===== src/rtl/isa_pkg.sv =====
// Shared ISA constants for the ARM-subset loader: op classes, DP commands,
// condition codes, compare-command set and loader sequencer states.
package isa_pkg;

  localparam logic [1:0] CLS_DP  = 2'b00;
  localparam logic [1:0] CLS_MEM = 2'b01;
  localparam logic [1:0] CLS_B   = 2'b10;

  localparam logic [3:0] CMD_AND = 4'b0000;
  localparam logic [3:0] CMD_EOR = 4'b0001;
  localparam logic [3:0] CMD_SUB = 4'b0010;
  localparam logic [3:0] CMD_ADD = 4'b0100;
  localparam logic [3:0] CMD_ADC = 4'b0101;
  localparam logic [3:0] CMD_TST = 4'b1000;
  localparam logic [3:0] CMD_TEQ = 4'b1001;
  localparam logic [3:0] CMD_CMP = 4'b1010;
  localparam logic [3:0] CMD_CMN = 4'b1011;
  localparam logic [3:0] CMD_ORR = 4'b1100;
  localparam logic [3:0] CMD_MOV = 4'b1101;

  localparam logic [3:0] COND_AL = 4'b1110;

  typedef enum logic [1:0] {
    ST_READY,
    ST_WRITE,
    ST_DONE,
    ST_ERROR
  } state_e;

  function automatic logic is_cmp_cmd(logic [3:0] c);
    return (c == CMD_CMP) || (c == CMD_TST) ||
           (c == CMD_CMN) || (c == CMD_TEQ);
  endfunction

  function automatic logic is_legal_cmd(logic [3:0] c);
    return (c == CMD_ADD) || (c == CMD_SUB) ||
           (c == CMD_AND) || (c == CMD_ORR) ||
           (c == CMD_ADC) || (c == CMD_EOR) ||
           (c == CMD_MOV) || is_cmp_cmd(c);
  endfunction

endpackage


===== src/rtl/instr_packer.sv =====
// Combinational packer: decoded fields -> 32-bit instruction word + legality.
// In: class, cond, cmd, imm, s, load, rn, rd, src2, imm24. Out: word, legal.
module instr_packer
  import isa_pkg::*;
(
  input  logic [1:0]  cls,
  input  logic [3:0]  cond,
  input  logic [3:0]  cmd,
  input  logic        imm,
  input  logic        s,
  input  logic        load,
  input  logic [3:0]  rn,
  input  logic [3:0]  rd,
  input  logic [11:0] src2,
  input  logic [23:0] imm24,
  output logic [31:0] word,
  output logic        legal
);

  logic       cmp;
  logic       s_eff;
  logic [3:0] rd_eff;

  // Compare-type ops always set flags and have no destination.
  assign cmp    = is_cmp_cmd(cmd);
  assign s_eff  = cmp ? 1'b1 : s;
  assign rd_eff = cmp ? 4'd0 : rd;

  always_comb begin
    word  = '0;
    legal = 1'b0;
    case (cls)
      CLS_DP: begin
        word  = {cond, 2'b00, imm, cmd, s_eff,
                 rn, rd_eff, src2};
        legal = is_legal_cmd(cmd);
      end
      CLS_MEM: begin
        // P=1 U=1 B=0 W=0; I bit is inverted
        word  = {cond, 2'b01, ~imm, 1'b1, 1'b1,
                 1'b0, 1'b0, load, rn, rd, src2};
        legal = 1'b1;
      end
      CLS_B: begin
        word  = {cond, 2'b10, 2'b10, imm24};
        legal = 1'b1;
      end
      default: begin
        word  = '0;
        legal = 1'b0;
      end
    endcase
  end

endmodule


===== src/rtl/prog_image_writer.sv =====
// Loader sequencer: accepts field bundles, packs and writes them to imem.
// Ports: handshake in, imem write port out, count/done/error status out.
module prog_image_writer
  import isa_pkg::*;
#(
  parameter int unsigned ADDR_W    = 6,
  parameter int unsigned BASE_ADDR = 0
) (
  input  logic              clk,
  input  logic              reset,
  input  logic              start,
  input  logic              in_valid,
  output logic              in_ready,
  input  logic [1:0]        in_class,
  input  logic [3:0]        in_cond,
  input  logic [3:0]        in_cmd,
  input  logic              in_imm,
  input  logic              in_s,
  input  logic              in_load,
  input  logic [3:0]        in_rn,
  input  logic [3:0]        in_rd,
  input  logic [11:0]       in_src2,
  input  logic [23:0]       in_imm24,
  input  logic              in_last,
  output logic              imem_we,
  output logic [ADDR_W-1:0] imem_addr,
  output logic [31:0]       imem_wdata,
  output logic [ADDR_W:0]   count,
  output logic              done,
  output logic              error
);

  localparam logic [ADDR_W-1:0] BASE =
    BASE_ADDR[ADDR_W-1:0];
  localparam logic [ADDR_W:0] CAP =
    {1'b1, {ADDR_W{1'b0}}};

  state_e            state_q, state_d;
  logic [ADDR_W-1:0] ptr_q, ptr_d;
  logic [ADDR_W:0]   count_q, count_d;
  logic [31:0]       wdata_q, wdata_d;
  logic              we_q, we_d;
  logic              last_q, last_d;
  logic              done_q, done_d;
  logic              error_q, error_d;

  logic [31:0] pk_word;
  logic        pk_legal;

  instr_packer u_packer (
    .cls   (in_class),
    .cond  (in_cond),
    .cmd   (in_cmd),
    .imm   (in_imm),
    .s     (in_s),
    .load  (in_load),
    .rn    (in_rn),
    .rd    (in_rd),
    .src2  (in_src2),
    .imm24 (in_imm24),
    .word  (pk_word),
    .legal (pk_legal)
  );

  assign in_ready   = (state_q == ST_READY);
  assign imem_we    = we_q;
  assign imem_addr  = ptr_q;
  assign imem_wdata = wdata_q;
  assign count      = count_q;
  assign done       = done_q;
  assign error      = error_q;

  always_comb begin
    state_d = state_q;
    ptr_d   = ptr_q;
    count_d = count_q;
    wdata_d = wdata_q;
    we_d    = 1'b0;
    last_d  = last_q;
    done_d  = done_q;
    error_d = error_q;
    case (state_q)
      ST_READY: begin
        if (in_valid) begin
          // A full image rejects further words without writing.
          if (!pk_legal || count_q == CAP) begin
            state_d = ST_ERROR;
            error_d = 1'b1;
          end else begin
            state_d = ST_WRITE;
            we_d    = 1'b1;
            wdata_d = pk_word;
            last_d  = in_last;
          end
        end
      end
      ST_WRITE: begin
        ptr_d   = ptr_q + ADDR_W'(1);
        count_d = count_q + (ADDR_W + 1)'(1);
        if (last_q) begin
          state_d = ST_DONE;
          done_d  = 1'b1;
        end else begin
          state_d = ST_READY;
        end
      end
      ST_DONE, ST_ERROR: begin
        if (start) begin
          state_d = ST_READY;
          ptr_d   = BASE;
          count_d = '0;
          done_d  = 1'b0;
          error_d = 1'b0;
        end
      end
      default: state_d = ST_READY;
    endcase
  end

  always_ff @(posedge clk) begin
    if (reset) begin
      state_q <= ST_READY;
      ptr_q   <= BASE;
      count_q <= '0;
      wdata_q <= '0;
      we_q    <= 1'b0;
      last_q  <= 1'b0;
      done_q  <= 1'b0;
      error_q <= 1'b0;
    end else begin
      state_q <= state_d;
      ptr_q   <= ptr_d;
      count_q <= count_d;
      wdata_q <= wdata_d;
      we_q    <= we_d;
      last_q  <= last_d;
      done_q  <= done_d;
      error_q <= error_d;
    end
  end

endmodule


===== config.mk =====
export PLATFORM = sky130hd
export DESIGN_NAME = prog_image_writer
export DESIGN_NICKNAME = d
export VERILOG_FILES = /design/src/rtl/isa_pkg.sv /design/src/rtl/instr_packer.sv /design/src/rtl/prog_image_writer.sv
export SDC_FILE = /design/constraint.sdc
export NUM_CORES = 1
export LEC_CHECK = 0
export ABC_AREA = 1
export CAP_MARGIN = 30
export CORE_MARGIN = 4
export CORE_UTILIZATION = 45
export CTS_CLUSTER_SIZE = 8
export DETAILED_ROUTE_END_ITERATION = 8
export HOLD_SLACK_MARGIN = 0.12
export PLACE_DENSITY_LB_ADDON = 0.1
export SYNTH_ARGS = -nofsm -noshare
export SYNTH_HDL_FRONTEND = slang
export SYNTH_SLANG_ARGS = --single-unit

===== constraint.sdc =====
create_clock -name clk -period 3.3 [get_ports clk]
set_input_delay 0.66 -clock clk [delete_from_list [all_inputs] [get_ports clk]]
set_output_delay 0.66 -clock clk [all_outputs]
set_load 0.01 [all_outputs]

# Yosys cells after proc, flatten, opt, wreduce, memory -nomap -nowiden

Cells that the tools add are included.
W data, S select, Z words.

$add $sub $neg: 2
Equal/unequal tests: 20
Multiplexer cells: 20
Bitwise logic cells: 4
Reductions and logical operators: 25

Operators by type and width:

| kind                  | count |
|---|---|
| $pmux W32 S3          | 1 |
| $eq A4 B4 Y1 const B  | 6 |
| $pmux W7 S2           | 1 |
| $pmux W6 S2           | 1 |
| $logic_or A1 B1 Y1    | 11 |
| $eq A4 B3 Y1 const B  | 2 |
| $mux W2               | 4 |
| $add A7 B1 Y7 const B | 1 |
| $eq A7 B7 Y1 const B  | 1 |
| $mux W7               | 1 |
| $add A6 B1 Y6 const B | 1 |
| $eq A2 B2 Y1 const B  | 3 |
| $mux W1               | 6 |
| $mux W6               | 1 |
| $ne A2 B2 Y1 const B  | 3 |
| $pmux W1 S2           | 3 |
| $pmux W2 S3           | 1 |
| $reduce_and A3 Y1     | 2 |
| $eq A2 B1 Y1 const B  | 2 |
| $eq A4 B1 Y1 const B  | 1 |
| $eq A4 B2 Y1 const B  | 1 |
| $logic_not A2 Y1      | 2 |
| $logic_not A4 Y1      | 1 |
| $mux W4               | 1 |
| other kinds (8)       | 14 |

Bits in registers: 51
Bits of input ports: 62
Output and inout bits: 49
Logic and storage cells: 79

# Longest topological paths before layout

Depth in word-level cells: 14
Gate-level depth with buffers: 12
Depth with buffers taken out: 11

# By module

Synthesis repeated with hierarchy kept, for this count alone.

Cell total of the unflattened synthesis: 425
Area total of the unflattened synthesis: 2795.2 µm²

By module, submodules not included:

| module            | instances | cells each | area an instance (µm²) | seq. area each (µm²) |
|---|---|---|---|---|
| prog_image_writer | 1         | 265        | 2018.2                 | 1021.0 |
| instr_packer      | 1         | 160        | 777.0                  | 0.0 |

# Least setup slack after synthesis

No wires, ideal clock.

Kind: input to register
From: input port in_class[0]
To: register wdata_q[25], in the netlist imem_wdata[25]
Setup time: 0.059 ns
Arrival: 1.720 ns
Data required time: 3.241 ns
Slack: 1.521 ns
Cell stages on the path: 11
Cells stage by stage: inv_1 > ha_1 > nand2_1 > nand2_1 > nand3_4 > inv_4 > nand2_4 > inv_6 > buf_12 > nand2_2 > nand2_1

Word-level cells in the longest chain between the ends: 7
Elaborated cells between the ends (all ways): 10

Ends and longest elaborated chain:

| item                                                | RTL line                 | source |
|---|---|---|
| from (decl)                                         | prog_image_writer.sv:14  | `input logic [1:0] in_class,` |
| $eq A2 B1 Y1 / $eq A2 B2 Y1 (equally long branches) | instr_packer.sv:32       | `case (cls)` |
| $reduce_or A2 Y1 (no line)                          | -                        |  |
| $pmux W1 S2                                         | instr_packer.sv:32       |  |
| $logic_not A1 Y1                                    | prog_image_writer.sv:86  | `if (!pk_legal \|\| count_q == CAP) begin` |
| $logic_or A1 B1 Y1                                  | prog_image_writer.sv:86  |  |
| $not A1 Y1 (no line)                                | -                        |  |
| $reduce_and A3 Y1 (no line)                         | -                        |  |
| to (signal assigned)                                | prog_image_writer.sv:134 | `wdata_q <= wdata_d;` |
| to (decl)                                           | prog_image_writer.sv:41  | `logic [31:0] wdata_q, wdata_d;` |

Parallel ways exist; a longest one is shown, timed or not.
A chain may end at the register's enable or synchronous reset.

# Final worst setup path

From: input port in_class[1]
To: register wdata_q[30], in the netlist imem_wdata[30]

Same word-level chain as after synthesis.

==> impl_metrics.yaml <==
outcome:
  status: "complete, no violations"
timing:
  timing.setup.tns_ns: 0
  fmax_ghz: 0.429
  finalCriticalPeriod_ns: 2.33
  slew_violations: 0
  hold_viol: 0
  fin_crit_sh: 0.706
  worst_slew_pin_slew_ns: 0.719
  setup_viol: 0
  slew_headroom: 0.521
  finClkSkew_ns: 0.00850
  rsz0062_at_grt: "no"
setup_path:
  cp_slowest_cell: "ha_1"
  cp-end-kind: "register"
  critPathKind: "input port to register"
  startpoint_type: "input port"
  critPathRequiredTime_ns: 3.52
  critPathMaxStageDelay_ns: 0.63
  crit_arrival_ns: 2.55
  crit_family: "adder cells"
  critPathBufInv: 2
  path_max_fanout: 21
  cp_cell_sequence: "clkdlybuf4s50_1 -> inv_1 -> ha_1 -> nor3_1 -> nor2_1 -> nand2_1 -> o21ai_0"
synth:
  ys_warn_count: 0
  yosysTopAreaCell: "dfxtp_1"
  syn_area_um2: 2500
  syn_nets: 426
  dominantRegCellSynth: "dfxtp_1"
  yosysMostFrequentCell: "nand2_1"
  synth_seq_area_share: 0.409
  synth_seq_cells: 51
  synth.top_cell.area_share: 0.409
  postSynthAreaPerCell_um2: 7.03
  ys_top_cells_by_count: "nand2_1, dfxtp_1, nand3_1, o21ai_0, inv_1"
  netlist_top_cells_area: "dfxtp_1, nand2_1, nand3_1"
  async_reset_ff_frac: 0
  synth_edf_count: 0
  syn_inst: 355
  synth_cell_types: 32
route:
  firstDrtPassIters: 4
  drt_wl_total_um: 6830
  vias: 2644
  post_drt_wl_per_cell_um: 12.8
  drcViolationCount: 0
  drt_iter0_markers: 100
  postRouteAntennaNets: 0
  viasPerCell: 4.97
global_routing:
  grt_max_degree: 27
  grt_antenna_before_repair: 0
  grt_pass1_vias: 2505
  grt_first_pass_wirelength_um: 10800
  grtUsageTotal: 0.203
  grt-ovfl-total: 0
worst_hold_path:
  hp-class: "register to register"
clocking:
  cts_resized: 0
  cts_root_buffer: "clkbuf_8"
  clock_latency_ns: 0.30
  cts_hold_buf: 0
  cts_tree: "built"
  cts_setup_buffers: 0
  clock_sinks: 51
  clk_pin_slew_ns: 0.09
  cts-htree-levels: 2
  cts-buffers-inserted: 5
  clock_tree.buffer_depth: 2
floorplan:
  row_count: 26
  die_h_um: 82.5
  die-area_um2: 6810
  die_w_um: 82.5
  initial_utilization: 0.477
  core_um2: 5240
  boundaryPins: 111
job:
  maxCapViolCount: 0
power:
  p_per_area_nw_per_um2: 349
  p_leak_nw: 1.60
  vdd_drop_max_mv: 0.213
layout:
  num-nets-final: 532
  drive_gt1_frac: 0.0714
  layout.cells.non_filler: 532
  syn_to_final_growth_pct: 48.8
  diodes: 0
placement:
  dp_hpwl_um: 5190
  io_buffers: 110
  gp_congestion: 0.800
  dp_cells: 524
==> worst register-to-register path, stage by stage, from the launching register on <==
cell     delay, ns
dfxtp_1       0.42
inv_1         0.07
ha_1          0.19
nand2_1       0.09
nor2_2        0.06
nor2_4        0.11
nand3_4       0.17
inv_4         0.13
nand2_4       0.08
inv_6         0.22
nand2_1       0.10
nand2_1       0.07
==> worst paths after layout <==
path / start / end / slack (ns) / depth (start not counted)
setup / recovery: in_class[1] / imem_wdata[30]$_SDFFE_PP0P_ / 0.97 / 7
hold reg to reg: imem_wdata[27]$_SDFFE_PP0P_ / imem_wdata[27]$_SDFFE_PP0P_ / 0.47 / 2
setup reg to reg: count[0]$_SDFFE_PP0P_ / imem_wdata[19]$_SDFFE_PP0P_ / 1.53 / 11
hold / removal: imem_wdata[27]$_SDFFE_PP0P_ / imem_wdata[27]$_SDFFE_PP0P_ / 0.47 / 2
==> power by group <==
group | leakage, nW | switching, W | total [W] | internal (W)
clock network | 0.0412 | 0.000200 | 0.000349 | 0.000149
registers | 0.414 | 0.0000171 | 0.000659 | 0.000642
logic | 1.15 | 0.000141 | 0.000291 | 0.000150
==> kinds of logic after synthesis <==
family / count (synthesis) / share of synthesized area
xor gates and xnor gates: 1 / 0.00351
AOI/OAI and AO/OA: 58 / 0.124
adders and majority gates: 9 / 0.0451
and+or+nand+nor: 191 / 0.336
DFF: 51 / 0.409
buffers and inverters: 45 / 0.0832
==> sequential cells by signal, indices dropped and copies added, names as in the netlist <==
register and cells:
imem_wdata 32, last_q 1, imem_addr 6, count 7, imem_we 1, error 1
done 1, state_q 2
==> layer usage <==
| layer | share of wire | up-vias | wire [um] | global-route usage |
|---|---|---|---|---|
| met3 | 0.076 | 4 | 518 | 0.0575 |
| met1 | 0.41 | 1208 | 2810 | 0.222 |
| li1 | - | 1354 | - | - |
| met4 | 0.0059 | 0 | 40 | 0.0556 |
| met2 | 0.51 | 78 | 3470 | 0.381 |
| met5 | 0 | - | 0 | 0 |
==> cell usage in the layout (no fill, tap or decap), drive strengths merged <==
cell | Yosys | final
dfxtp | 51 | 51
a221oi | 1 | 1
clkdlybuf4s50 | 0 | 110
inv | 29 | 29
nor3 | 6 | 6
o21ai | 33 | 33
nand4 | 1 | 1
buf | 5 | 5
clkinv | 0 | 1
a31oi | 1 | 1
a22o | 1 | 1
nor2 | 15 | 15
clkinvlp | 0 | 1
nand2 | 130 | 130
xor2 | 1 | 1
nor4 | 1 | 1
nor3b | 1 | 1
nand3 | 36 | 36
a21oi | 18 | 18
o21a | 1 | 1
ha | 9 | 9
a211oi | 2 | 2
or2 | 1 | 1
o21bai | 1 | 1
clkbuf | 11 | 6
==> area by class of cell <==
class	count	area (um2)
Sequential cell	51	1020
Clock buffer	6	72.6
Fill cell	458	1520
Timing Repair Buffer	115	1140
Inverter	29	116
Multi-Input combinational cell	259	1270
Clock inverter	2	12.5
Tap cell	70	87.6
==> metrics by stage <==
| step | cell area, um2 | hold WS (ns) | util | setup WS (ns) | total power (W) |
|---|---|---|---|---|---|
| 2_1_floorplan | 2500 | 0.445 | - | 1.52 | 0.000811 |
| 3_3_place_gp | 3630 | 0.456 | 0.694 | 0.677 | 0.000961 |
| 3_5_place_dp | 3630 | 0.462 | 0.694 | 0.649 | 0.000965 |
| 4_1_cts | 3720 | 0.476 | 0.710 | 0.948 | 0.00131 |
| 5_1_grt | 3720 | 0.492 | 0.710 | 0.766 | 0.00137 |
| 6_report | 3720 | 0.472 | 0.710 | 0.972 | 0.00130 |
(Power assumes the default switching activity.)
